[config.mk]
export PLATFORM = sky130hd
export DESIGN_NAME = bus_arbiter_ctrl
export DESIGN_NICKNAME = d
export VERILOG_FILES = /design/src/rtl/bus_arbiter_ctrl_pkg.sv /design/src/rtl/bus_arbiter_ctrl_bus_addr_decoder.sv /design/src/rtl/bus_arbiter_ctrl.sv
export SDC_FILE = /design/constraint.sdc
export NUM_CORES = 1
export LEC_CHECK = 0
export CORE_AREA = 2 2 39 41
export DETAILED_ROUTE_END_ITERATION = 12
export DIE_AREA = 0 0 41 43
export GPL_TIMING_DRIVEN = 0
export PLACE_DENSITY = 0.74
export SLEW_MARGIN = 0
export SYNTH_ARGS = -nofsm -noshare
export SYNTH_HDL_FRONTEND = slang
export SYNTH_SLANG_ARGS = --single-unit
[constraint.sdc]
create_clock -name clk -period 1.5 [get_ports clk]
set_clock_uncertainty 0.15 [all_clocks]
set_input_delay 0.225 -clock clk [delete_from_list [all_inputs] [get_ports clk]]
set_output_delay 0.225 -clock clk [all_outputs]
set_load 0.02 [all_outputs]
[src/rtl/bus_arbiter_ctrl_pkg.sv]
// Shared definitions for the two-master bus arbiter and its address decoder.
// Contents:
//   - arb_state_t : arbiter FSM encoding (M0_GRANT = 1'b0, M1_GRANT = 1'b1)
//   - RD_*        : read-data mux select codes (00 idle word, 10 slave 0, 01 slave 1)
//   - DEF_*       : default bus geometry and slave window bases
//   - rd_code()   : maps a cycle's access type and chip selects to an rd_sel code
package bus_arbiter_ctrl_pkg;

  typedef enum logic {
    M0_GRANT = 1'b0,
    M1_GRANT = 1'b1
  } arb_state_t;

  localparam logic [1:0] RD_NONE = 2'b00;
  localparam logic [1:0] RD_S0   = 2'b10;
  localparam logic [1:0] RD_S1   = 2'b01;

  localparam int         DEF_ADDR_W  = 8;
  localparam int         DEF_SPAN_W  = 5;
  localparam logic [7:0] DEF_S0_BASE = 8'h00;
  localparam logic [7:0] DEF_S1_BASE = 8'h20;

  // Slave 0 wins if both selects are ever set (overlapping windows), so the
  // code 2'b11 can never be produced.
  function automatic logic [1:0] rd_code(input logic valid_rd,
                                         input logic s0,
                                         input logic s1);
    logic [1:0] code;
    if (valid_rd && s0) begin
      code = RD_S0;
    end else if (valid_rd && s1) begin
      code = RD_S1;
    end else begin
      code = RD_NONE;
    end
    return code;
  endfunction

endpackage

[src/rtl/bus_arbiter_ctrl_bus_addr_decoder.sv]
// Purely combinational slave chip-select decoder.
// Ports:
//   bus_addr [ADDR_W] in  : address currently driven on the bus
//   valid             in  : granted master is presenting an access
//   s0_sel            out : address falls in slave 0's window
//   s1_sel            out : address falls in slave 1's window
// A window is the 2**SPAN_W words starting at the base; only the bits above
// SPAN_W take part in the match.
module bus_addr_decoder
  import bus_arbiter_ctrl_pkg::*;
#(
  parameter int                ADDR_W  = DEF_ADDR_W,
  parameter logic [ADDR_W-1:0] S0_BASE = DEF_S0_BASE,
  parameter logic [ADDR_W-1:0] S1_BASE = DEF_S1_BASE,
  parameter int                SPAN_W  = DEF_SPAN_W
) (
  input  logic [ADDR_W-1:0] bus_addr,
  input  logic              valid,
  output logic              s0_sel,
  output logic              s1_sel
);

  // Shifting out the in-window offset compares only the page bits.
  logic [ADDR_W-1:0] page_s;
  logic [ADDR_W-1:0] s0_page_s;
  logic [ADDR_W-1:0] s1_page_s;

  assign page_s    = bus_addr >> SPAN_W;
  assign s0_page_s = S0_BASE >> SPAN_W;
  assign s1_page_s = S1_BASE >> SPAN_W;

  // Chip-select decode, gated by a valid access
  always_comb begin
    s0_sel = 1'b0;
    s1_sel = 1'b0;
    if (valid) begin
      s0_sel = (page_s == s0_page_s);
      s1_sel = (page_s == s1_page_s);
    end else begin
      s0_sel = 1'b0;
      s1_sel = 1'b0;
    end
  end

endmodule

[src/rtl/bus_arbiter_ctrl.sv]
// Two-master bus arbiter and address decoder for the shared memory bus.
// Ports:
//   clk, reset_n             : rising-edge clock, synchronous active-low reset
//   m0_req/m0_wr/m0_addr     : master 0 request, write flag, address
//   m1_req/m1_wr/m1_addr     : master 1 request, write flag, address
//   m0_grant, m1_grant       : one-hot bus ownership, decoded from the state register
//   bus_addr, bus_wr         : granted master's address and req-gated write strobe
//   s0_sel, s1_sel           : slave chip selects (combinational)
//   rd_sel                   : registered read-data mux select (00 none, 10 s0, 01 s1)
// Master 0 is the default owner; an owner keeps the bus while it holds req.
module bus_arbiter_ctrl
  import bus_arbiter_ctrl_pkg::*;
#(
  parameter int                ADDR_W  = DEF_ADDR_W,
  parameter logic [ADDR_W-1:0] S0_BASE = DEF_S0_BASE,
  parameter logic [ADDR_W-1:0] S1_BASE = DEF_S1_BASE,
  parameter int                SPAN_W  = DEF_SPAN_W
) (
  input  logic              clk,
  input  logic              reset_n,
  input  logic              m0_req,
  input  logic              m0_wr,
  input  logic [ADDR_W-1:0] m0_addr,
  input  logic              m1_req,
  input  logic              m1_wr,
  input  logic [ADDR_W-1:0] m1_addr,
  output logic              m0_grant,
  output logic              m1_grant,
  output logic [ADDR_W-1:0] bus_addr,
  output logic              bus_wr,
  output logic              s0_sel,
  output logic              s1_sel,
  output logic [1:0]        rd_sel
);

  arb_state_t        state_r;
  arb_state_t        state_next_s;
  logic [ADDR_W-1:0] bus_addr_s;
  logic              bus_wr_s;
  logic              valid_s;
  logic              s0_sel_s;
  logic              s1_sel_s;
  logic [1:0]        rd_sel_r;
  logic [1:0]        rd_sel_next_s;

  // Arbitration: hand over only when the owner has released its request
  always_comb begin
    state_next_s = state_r;
    case (state_r)
      M0_GRANT: begin
        if (!m0_req && m1_req) begin
          state_next_s = M1_GRANT;
        end else begin
          state_next_s = M0_GRANT;
        end
      end
      M1_GRANT: begin
        if (!m1_req) begin
          state_next_s = M0_GRANT;
        end else begin
          state_next_s = M1_GRANT;
        end
      end
      default: state_next_s = M0_GRANT;
    endcase
  end

  // Address / strobe mux: only the granted master reaches the bus
  always_comb begin
    bus_addr_s = m0_addr;
    bus_wr_s   = 1'b0;
    valid_s    = 1'b0;
    case (state_r)
      M0_GRANT: begin
        bus_addr_s = m0_addr;
        bus_wr_s   = m0_wr & m0_req;
        valid_s    = m0_req;
      end
      M1_GRANT: begin
        bus_addr_s = m1_addr;
        bus_wr_s   = m1_wr & m1_req;
        valid_s    = m1_req;
      end
      default: begin
        bus_addr_s = m0_addr;
        bus_wr_s   = 1'b0;
        valid_s    = 1'b0;
      end
    endcase
  end

  bus_addr_decoder #(
    .ADDR_W  (ADDR_W),
    .S0_BASE (S0_BASE),
    .S1_BASE (S1_BASE),
    .SPAN_W  (SPAN_W)
  ) u_dec (
    .bus_addr (bus_addr_s),
    .valid    (valid_s),
    .s0_sel   (s0_sel_s),
    .s1_sel   (s1_sel_s)
  );

  // Read-data select for the next cycle, one clock behind the read address
  always_comb begin
    rd_sel_next_s = rd_code(valid_s & ~bus_wr_s, s0_sel_s, s1_sel_s);
  end

  // State and rd_sel registers with synchronous reset
  always_ff @(posedge clk) begin
    if (!reset_n) begin
      state_r  <= M0_GRANT;
      rd_sel_r <= RD_NONE;
    end else begin
      state_r  <= state_next_s;
      rd_sel_r <= rd_sel_next_s;
    end
  end

  assign m0_grant = (state_r == M0_GRANT);
  assign m1_grant = (state_r == M1_GRANT);
  assign bus_addr = bus_addr_s;
  assign bus_wr   = bus_wr_s;
  assign s0_sel   = s0_sel_s;
  assign s1_sel   = s1_sel_s;
  assign rd_sel   = rd_sel_r;

endmodule

==> flow_summary.toml, run 1 <==
[global_routing]
grt_use_total_pct = 12.4
grt-ovfl-total = 0
grt_pass1_wl_um = 1480
grt_max_degree = 6
grt_pass1_vias = 396
antenna_found_initial = 0

[clocking]
clock-root-buffer = "clkbuf_4"
cts_buffer_depth = 2
htree_num_levels = 1
cts.clk_slew.worst_paths_ns = 0.04
insertion_delay_ns = 0.23
numClockSinks = 3
cts_made_buffers = 3
cts_tree = "done"

[detailed_routing]
wl_um = 985
vias_per_cell = 4.24
wl_per_cell_um = 11.1
drtIter0Drc = 0
ant_nets = 0
drt-pass1-iter-count = 1
vias = 377
drc_errors = 0

[timing]
finalSetupTns_ns = -1.62
relSlewSlack_pct = 87.0
grt_setup_unrepaired = "yes"
fin_crit_ns = 1.72
slew_viol_final = 0
setup_ws_ns = -0.216
worst_pin_slew_ns = 0.194
setup_violations = 11
fmax_mhz = 583
finalCritPeriodShare_pct = 114
hold_viol = 0

[die]
rows = 14
start_util_pct = 18.7
die_h_um = 43
core_um2 = 1380
die_area_um2 = 1760
io_pins = 37
fp.dieW_um = 41

[worst_setup_path]
critical_path_class = "reg -> out"
path_buf_inv = 3
worst_ep_arrival_time_ns = 1.34
crit_family = "buffers and inverters"
timing.rr.start = "m1_grant"
crit_path_cell_trace = "buf_8 > and2_4 > a22oi_2 > buf_4 > nor2_4 > buf_6"
end_kind = "output pin"
critPathLaunch = "m1_grant"
cp_max_fo = 5
critPathRequiredTime_ns = 1.12
cp_slowest_cell = "dfxtp_2"
crit_path_max_incr_delay_ns = 0.33
cp-start-kind = "flip-flop"

[placement]
placed_cells = 80
hpwl_um = 708
placed_cell_area_um2 = 666
gp_congestion = 0.627
port_buffers = 36

[yosys]
synth_top_area_cell = "mux2_2"
synth_cells = 28
ys_seq_elements = 3
synth_top_area_share_pct = 30.4
syn_area_um2 = 259
synthTopCellsByArea = "mux2_2 (30%), dfxtp_1 (23%), nor2_1 (7.2%), a22o_4 (6.8%), nor4_2 (4.8%)"
yosysWarnings = 0
syn_nets = 50
yosysSeqAreaShare_pct = 23.2
synth_area_per_cell_um2 = 9.25
yosys.cell_types.count = 14

[layout]
final_area_um2 = 731
n_antenna_cell = 0
fillers = 149
syn2layout_area_growth_pct = 182
post-route-util_pct = 52.8
drive_above_1_share_pct = 49.3
fin_cells = 89
nets = 96

[pwr]
leakage_nw = 0.321
peakVddDrop_mv = 0.397
powerDensity_nw_per_um2 = 577

[hold_path]
min_from = "m1_req"
hold_class = "in -> reg"

[status]
status = "finished, violations left"
violations = "negative setup slack"

[run]
drv_cap = 0
## path summary, 6_finish.rpt
| kind | slack, ns | to | depth (start not counted) |
|---|---|---|---|
| setup / recovery | -0.22 | s0_sel | 6 |
| hold / removal | 0.40 | m1_grant | 3 |
| setup reg to reg | 0.04 | rd_sel[0] | 6 |
| hold reg to reg | 0.54 | m1_grant | 2 |
## worst min-delay path, cell delays in order
cell	delay (ns)
clkdlybuf4s50_1	0.42
nand2_1	0.06
nor2_1	0.04
## logic make-up after synthesis
kind of cell | after synthesis | share of synthesized area [%]
AOI/OAI and AO/OA | 3 | 11.6
DFF | 3 | 23.2
muxes | 8 | 34.3
and+or+nand+nor | 11 | 23.7
buffers and inverters | 3 | 7.25
## synth_stat cells, drive strengths merged
master  instances
mux2i           1
inv             2
nor2            5
buf             1
and2b           1
nand2           2
a22o            1
mux2            7
nor4            1
a22oi           1
o21ai           1
and2            1
nor3            1
dfxtp           3
## cells in the final DEF, fill, tap and decap left out
cell             count
a22o_4               1
nor3_1               1
dlygate4sd2_1        3
nor2_1               4
mux2i_4              1
a22oi_2              1
buf_8                1
and2b_2              1
mux2_4               1
dfxtp_1              2
mux2_2               6
clkdlybuf4s50_1     21
buf_6                4
inv_2                1
dfxtp_2              1
bufbuf_16            1
nand2_1              2
o21ai_0              1
buf_4                5
nor4_2               1
and2_4               1
clkbuf_1             1
clkbuf_4             3
buf_2                6
inv_1                1
clkdlybuf4s15_1      1
nor2_4               1
## area by class of cell
cell class	instances	area, um^2	area share, %
tap	16	20.0	2.74
clock buffer	4	26.3	3.60
multi-input combinational	22	209	28.6
inverter	2	7.51	1.03
sequential	3	61.3	8.39
buffer	1	15.0	2.05
timing repair buffer	41	392	53.6
## report_power, final
group | switching, mW | internal (mW)
clock network | 0.0425 | 0.0997
registers | 0.00162 | 0.0826
logic | 0.0760 | 0.120
## timing repair
| item | in CTS | in global routing |
|---|---|---|
| resized for setup | 59 | 1 |
| buffers inserted | 4 | 0 |
| hold buffers | 0 | 0 |
| gates cloned | 1 | 0 |
| pin swaps | 3 | 1 |
| setup endpoints to repair | 15 | 13 |
## flip-flops by register name, summed over array words and instances, names as in the netlist
signal,cells
rd_sel,2
m1_grant,1
## through the flow
stage / hold slack [ns] / power [mW] / worst slack (ns)
after detailed placement: 0.506 / 0.272 / -0.606
after global placement: 0.502 / 0.271 / -0.619
after floorplan: 0.181 / 0.166 / 0.0127
after global routing: 0.412 / 0.452 / -0.265
after CTS: 0.389 / 0.432 / -0.228
final: 0.401 / 0.422 / -0.216
## layer usage
metal / share of wire (%) / routed length [um] / global-route usage (%)
met4: 0 / 0 / 4.00
met5: 0 / 0 / 0
met3: 16 / 159 / 6.81
met1: 30 / 294 / 10.0
met2: 54 / 530 / 22.8
Note: power is estimated with default switching activity, not from simulation.
==> run 2: changes to the inputs <==
--- a/config.mk
+++ b/config.mk
@@ -14,3 +14,4 @@
 export SYNTH_ARGS = -nofsm -noshare
 export SYNTH_HDL_FRONTEND = slang
 export SYNTH_SLANG_ARGS = --single-unit
+export TNS_END_PERCENT = 50
==> flow_summary.toml, run 2 (synthesis results as in run 1) <==
[timing]
fin_crit_ns = 1.72
finalSetupTns_ns = -1.62
fin_hold_ws_ns = 0.401
worst_pin_slew_ns = 0.194
hold_viol = 0
slew_viol_final = 0
finalCritPeriodShare_pct = 114
relSlewSlack_pct = 87.0
setup_ws_ns = -0.216
grt_setup_unrepaired = "yes"
fmax_mhz = 583
setup_violations = 11

[clocking]
cts_made_buffers = 3
hold_buffers = 0
cts.clk_slew.worst_paths_ns = 0.04
cts_tree = "done"
insertion_delay_ns = 0.23
numClockSinks = 3
clock-root-buffer = "clkbuf_4"
htree_num_levels = 1
cts_buffer_depth = 2

[die]
core_um2 = 1380
rows = 14
io_pins = 37
die_area_um2 = 1760
fp.dieW_um = 41
die_h_um = 43
start_util_pct = 18.7

[global_routing]
grt_pass1_wl_um = 1480
grt_max_degree = 6
grt_use_total_pct = 12.4
antenna_found_initial = 0
grt-ovfl-total = 0
grt_pass1_vias = 396

[layout]
final_area_um2 = 731
final_common_cell = "clkdlybuf4s50_1"
final_cell_mix = "clkdlybuf4s50_1 (21), mux2_2 (6), buf_2 (6), buf_4 (5)"
n_antenna_cell = 0
multiInputGateArea_um2 = 209
nets = 96
drive_above_1_share_pct = 49.3
fillers = 149
seqCellArea_um2 = 61.3
syn2layout_area_growth_pct = 182
largest_reg_flops = 2
fin_cells = 89

[pwr]
internal-power_mw = 0.302
powerDensity_nw_per_um2 = 577
swShare_pct = 28.5
clock_power_share_pct = 33.7
pwr-share-comb_pct = 46.3
seq_power_share_pct = 20.0
peakVddDrop_mv = 0.397
p_sw_mw = 0.120
leakage_nw = 0.321

[detailed_routing]
drc_errors = 0
drtIter0Drc = 0
vias_per_cell = 4.24
wl_per_cell_um = 11.1
ant_nets = 0
vias = 377
wl_um = 985
drt-pass1-iter-count = 1

[worst_setup_path]
timing.rr.start = "m1_grant"
r2r_cells = 6
crit_family = "buffers and inverters"
critical_path_class = "reg -> out"
cp_slowest_cell = "dfxtp_2"
cp_max_fo = 5
crit_path_max_incr_delay_ns = 0.33
regToRegSetupSlack_ns = 0.04
path_buf_inv = 3
end_kind = "output pin"
cp-start-kind = "flip-flop"
crit_path_cell_trace = "buf_8 > and2_4 > a22oi_2 > buf_4 > nor2_4 > buf_6"
critPathRequiredTime_ns = 1.12
timing.rr.end = "rd_sel[0]"
worst_ep_arrival_time_ns = 1.34

[hold_path]
hold_class = "in -> reg"
min_from = "m1_req"
holdPathEnd = "m1_grant"
whs_path_depth = 3

[placement]
gp_congestion = 0.627
placed_cell_area_um2 = 666
port_buffers = 36
placed_cells = 80
hpwl_um = 708
place_ws_ns = -0.606

[status]
violations = "negative setup slack"
status = "finished, violations left"

[run]
drv_cap = 0
run 2: cell counts in the layout (fill, tap and decap cells not counted):
Identical to the previous run, type by type.
run 2: routing by layer:
layer,vias up,track usage [%],share of wire [%]
met5,-,0,0
met1,166,10.0,30
met3,0,6.81,16
li1,186,-,-
met4,0,4.00,0
met2,25,22.8,54
run 2: power groups by stage:
| stage | Clock (mW) | Sequential [mW] | Combinational (mW) |
|---|---|---|---|
| 2_1_floorplan | 0 | 0.0875 | 0.0790 |
| 3_3_place_gp | 0 | 0.0849 | 0.186 |
| 3_5_place_dp | 0 | 0.0850 | 0.187 |
| 4_1_cts | 0.151 | 0.0843 | 0.197 |
| 5_1_grt | 0.159 | 0.0844 | 0.208 |
| 6_report | 0.142 | 0.0842 | 0.196 |
run 2: through the flow:
| step | power [mW] | util [%] |
|---|---|---|
| 6_report | 0.422 | 52.8 |
| 5_1_grt | 0.452 | 52.8 |
| 4_1_cts | 0.432 | 52.7 |
| 3_5_place_dp | 0.272 | 48.1 |
| 3_3_place_gp | 0.271 | 48.1 |
| 2_1_floorplan | 0.166 | - |
run 2: how the worst max path moves through the flow:
stage,startpoint,endpoint,slack (ns),cells after the start
2_1_floorplan,m1_grant,s1_sel,0.01,4
3_3_place_gp,m1_req,s1_sel,-0.62,5
3_5_place_dp,m0_req,s1_sel,-0.61,5
4_1_cts,m1_grant,s0_sel,-0.23,6
5_1_grt,m1_grant,s0_sel,-0.27,6
6_report,m1_grant,s0_sel,-0.22,6
run 2: what timing repair did:
action                     CTS  global route
pin swaps                    3             1
buffers inserted             4             0
resized for setup           59             1
setup endpoints to repair   15            13
gates cloned                 1             0
run 2: area by class of cell:
cell class / instances / share of cell area [%]
repair buffers: 41 / 53.6
multi-input cells: 22 / 28.6
flip-flops and latches: 3 / 8.39
clock buffers: 4 / 3.60
well taps: 16 / 2.74
plain buffers: 1 / 2.05
inverters: 2 / 1.03
run 2: worst register-to-register path: stages (launching register included):
cell and delay (ns):
dfxtp_2 0.35, buf_8 0.12, and2_4 0.15, a22oi_2 0.08, buf_4 0.15, buf_4 0.13, nor4_2 0.23
==> run 3: changes to the inputs <==
--- a/config.mk
+++ b/config.mk
@@ -9,9 +9,10 @@
 export DETAILED_ROUTE_END_ITERATION = 12
 export DIE_AREA = 0 0 41 43
 export GPL_TIMING_DRIVEN = 0
-export PLACE_DENSITY = 0.74
+export PLACE_DENSITY = 0.76
 export SLEW_MARGIN = 0
 export SYNTH_ARGS = -nofsm -noshare
 export SYNTH_HDL_FRONTEND = slang
+export SYNTH_HIERARCHICAL = 1
 export SYNTH_SLANG_ARGS = --single-unit
 export TNS_END_PERCENT = 50
==> flow_summary.toml, run 3 <==
[clocking]
cts_tree = "done"
cts_made_buffers = 3
insertion_delay_ns = 0.24
numClockSinks = 3
cts_buffer_depth = 2
hold_buffers = 0
htree_num_levels = 1
clock-root-buffer = "clkbuf_4"
cts.clk_slew.worst_paths_ns = 0.04

[yosys]
syn_area_um2 = 280
yosys.cell_types.count = 15
synth-compound-area-share_pct = 6.25
synth_top_family_by_area = "simple AND/OR/NAND/NOR gates"
synth_ff_type = "dfxtp_1"
yosys.area_share.simple_pct = 33.5
async_flop_share_pct = 0
ys_seq_elements = 3
synthTopCellsByArea = "mux2_2 (32%), dfxtp_1 (21%), nand4b_4 (8.5%), nor4b_2 (5.4%), and4bb_2 (4.5%)"
synth_common_cells = "mux2_2 (8), dfxtp_1 (3), inv_1 (2), nand2_1 (2), nand2b_1 (2)"
synth_cells = 27
yosysWarnings = 6
synth.area.mux_share_pct = 32.1
synthAdderAreaFrac_pct = 0
yosys.cell_count.top_type = "mux2_2"
synth_area_per_cell_um2 = 10.4
syn_nets = 49
yosysSeqAreaShare_pct = 21.4
synth_top_area_cell = "mux2_2"
synth_edf_count = 0
synth_top_area_share_pct = 32.1
synthXorXnorAreaFrac_pct = 0

[die]
core_um2 = 1380
fp.dieW_um = 41
die_area_um2 = 1760
start_util_pct = 20.3
io_pins = 37
rows = 14
die_h_um = 43

[placement]
hpwl_um = 712
placed_cells = 79
port_buffers = 36
placed_cell_area_um2 = 681
gp_congestion = 0.672

[layout]
syn2layout_area_growth_pct = 188
final_cell_mix = "clkdlybuf4s50_1 (21), buf_6 (11), mux2_4 (6), buf_4 (5)"
nets = 98
final_area_um2 = 807
n_antenna_cell = 0
fin_cells = 91
drive_above_1_share_pct = 50.7
largest_reg_flops = 2
final_common_cell = "clkdlybuf4s50_1"

[worst_setup_path]
timing.rr.start = "m1_grant"
regToRegSetupSlack_ns = -0.13
end_kind = "output pin"
crit_path_cell_trace = "buf_8 > mux2_4 > nor4b_4 > buf_4"
critical_path_class = "reg -> out"
cp_max_fo = 6
crit_path_max_incr_delay_ns = 0.37
path_buf_inv = 2
cp-start-kind = "flip-flop"
cp_slowest_cell = "dfxtp_4"
r2r_cells = 6
timing.rr.end = "rd_sel[0]"
worst_ep_arrival_time_ns = 1.52
crit_family = "flip-flops"
critPathRequiredTime_ns = 1.12

[pwr]
pwr-share-comb_pct = 48.3
swShare_pct = 28.6
power.total_mw = 0.441
powerDensity_nw_per_um2 = 546
internal-power_mw = 0.315
p_sw_mw = 0.126
leakage_nw = 0.376
seq_power_share_pct = 19.0
clock_power_share_pct = 32.7
peakVddDrop_mv = 0.211

[timing]
setup_violations = 12
worst_pin_slew_ns = 0.220
slew_viol_final = 0
relSlewSlack_pct = 85.3
fmax_mhz = 528
hold_viol = 0
grt_setup_unrepaired = "yes"
fin_crit_ns = 1.89
setup_ws_ns = -0.392
finalCritPeriodShare_pct = 126

[hold_path]
holdPathEnd = "rd_sel[1]"
hold_class = "reg -> reg"
min_from = "m1_grant"
whs_path_depth = 2

[global_routing]
use_met3_pct = 2.62
grt_pass1_wl_um = 1480
grt-ovfl-total = 0
top_usage_layer = "met2"
grt_pass1_vias = 382
grt.met1_usage_pct = 12.5
grt_max_degree = 7
grt_use_total_pct = 12.7
grt_use_met2_pct = 21.3
antenna_found_initial = 0

[detailed_routing]
wl_um = 995
drc_errors = 0
drtIter0Drc = 0
vias_per_cell = 4.44
vias = 404
drt-pass1-iter-count = 1
ant_nets = 0
wl_per_cell_um = 10.9

[run]
drv_cap = 0

[status]
status = "finished, violations left"
violations = "negative setup slack"
==> run 3: cell families after synthesis <==
group	count (synthesis)
and+or+nand+nor	10
muxes	8
AOI/OAI and AO/OA	3
DFF	3
buffers and inverters	3
==> run 3: power groups by stage <==
stage                     sequential, mW  combinational [mW]  clock (mW)
final                             0.0837               0.213       0.144
after global routing              0.0839               0.225       0.155
after global placement            0.0848               0.183           0
after CTS                         0.0837               0.201       0.150
after floorplan                   0.0863              0.0768           0
after detailed placement          0.0847               0.185           0
==> run 3: how the worst max path moves through the flow <==
stage	startpoint	endpoint	slack (ns)	cells past startpoint
6_report	m1_grant	s0_sel	-0.39	4
5_1_grt	m1_grant	s0_sel	-0.43	4
4_1_cts	m1_grant	s0_sel	-0.38	4
3_5_place_dp	m1_addr[7]	s0_sel	-0.77	4
3_3_place_gp	m1_addr[7]	s0_sel	-0.75	4
2_1_floorplan	m1_grant	rd_sel[0]	-0.28	5
==> run 3: metal layers <==
| layer | wire (um) | share of wire (%) |
|---|---|---|
| met5 | 0 | 0 |
| met4 | 15 | 1.5 |
| met3 | 104 | 10 |
| met2 | 557 | 56 |
| met1 | 317 | 32 |
==> run 3: layout make-up <==
cell class	count	area, um^2
tap	16	20.0
inverter	2	7.51
multi-input combinational	21	241
timing repair buffer	44	433
buffer	1	15.0
fill	134	577
sequential	3	63.8
clock buffer	4	26.3
==> run 3: per-stage QoR <==
step | utilization [%] | setup slack (ns) | hold WS [ns] | TNS, ns
3_3_place_gp | 49.2 | -0.754 | 0.480 | -4.65
6_report | 58.3 | -0.392 | 0.511 | -2.22
5_1_grt | 58.3 | -0.427 | 0.528 | -2.63
2_1_floorplan | - | -0.279 | 0.220 | -0.859
4_1_cts | 55.6 | -0.379 | 0.509 | -2.37
3_5_place_dp | 49.2 | -0.765 | 0.485 | -4.79
==> run 3: timing repair <==
item	in CTS	in global routing
pin swaps	1	1
cloned	0	0
endpoints found under the setup margin	17	13
hold endpoints to repair	0	0
gates resized for setup	64	16
buffers inserted	6	2
==> run 3: worst register-to-register path, stage by stage (launching register included) <==
cell      delay (ns)
dfxtp_4         0.37
buf_8           0.12
mux2_4          0.32
nor4b_4         0.27
buf_4           0.15
nand2b_1        0.09
a21oi_1         0.04
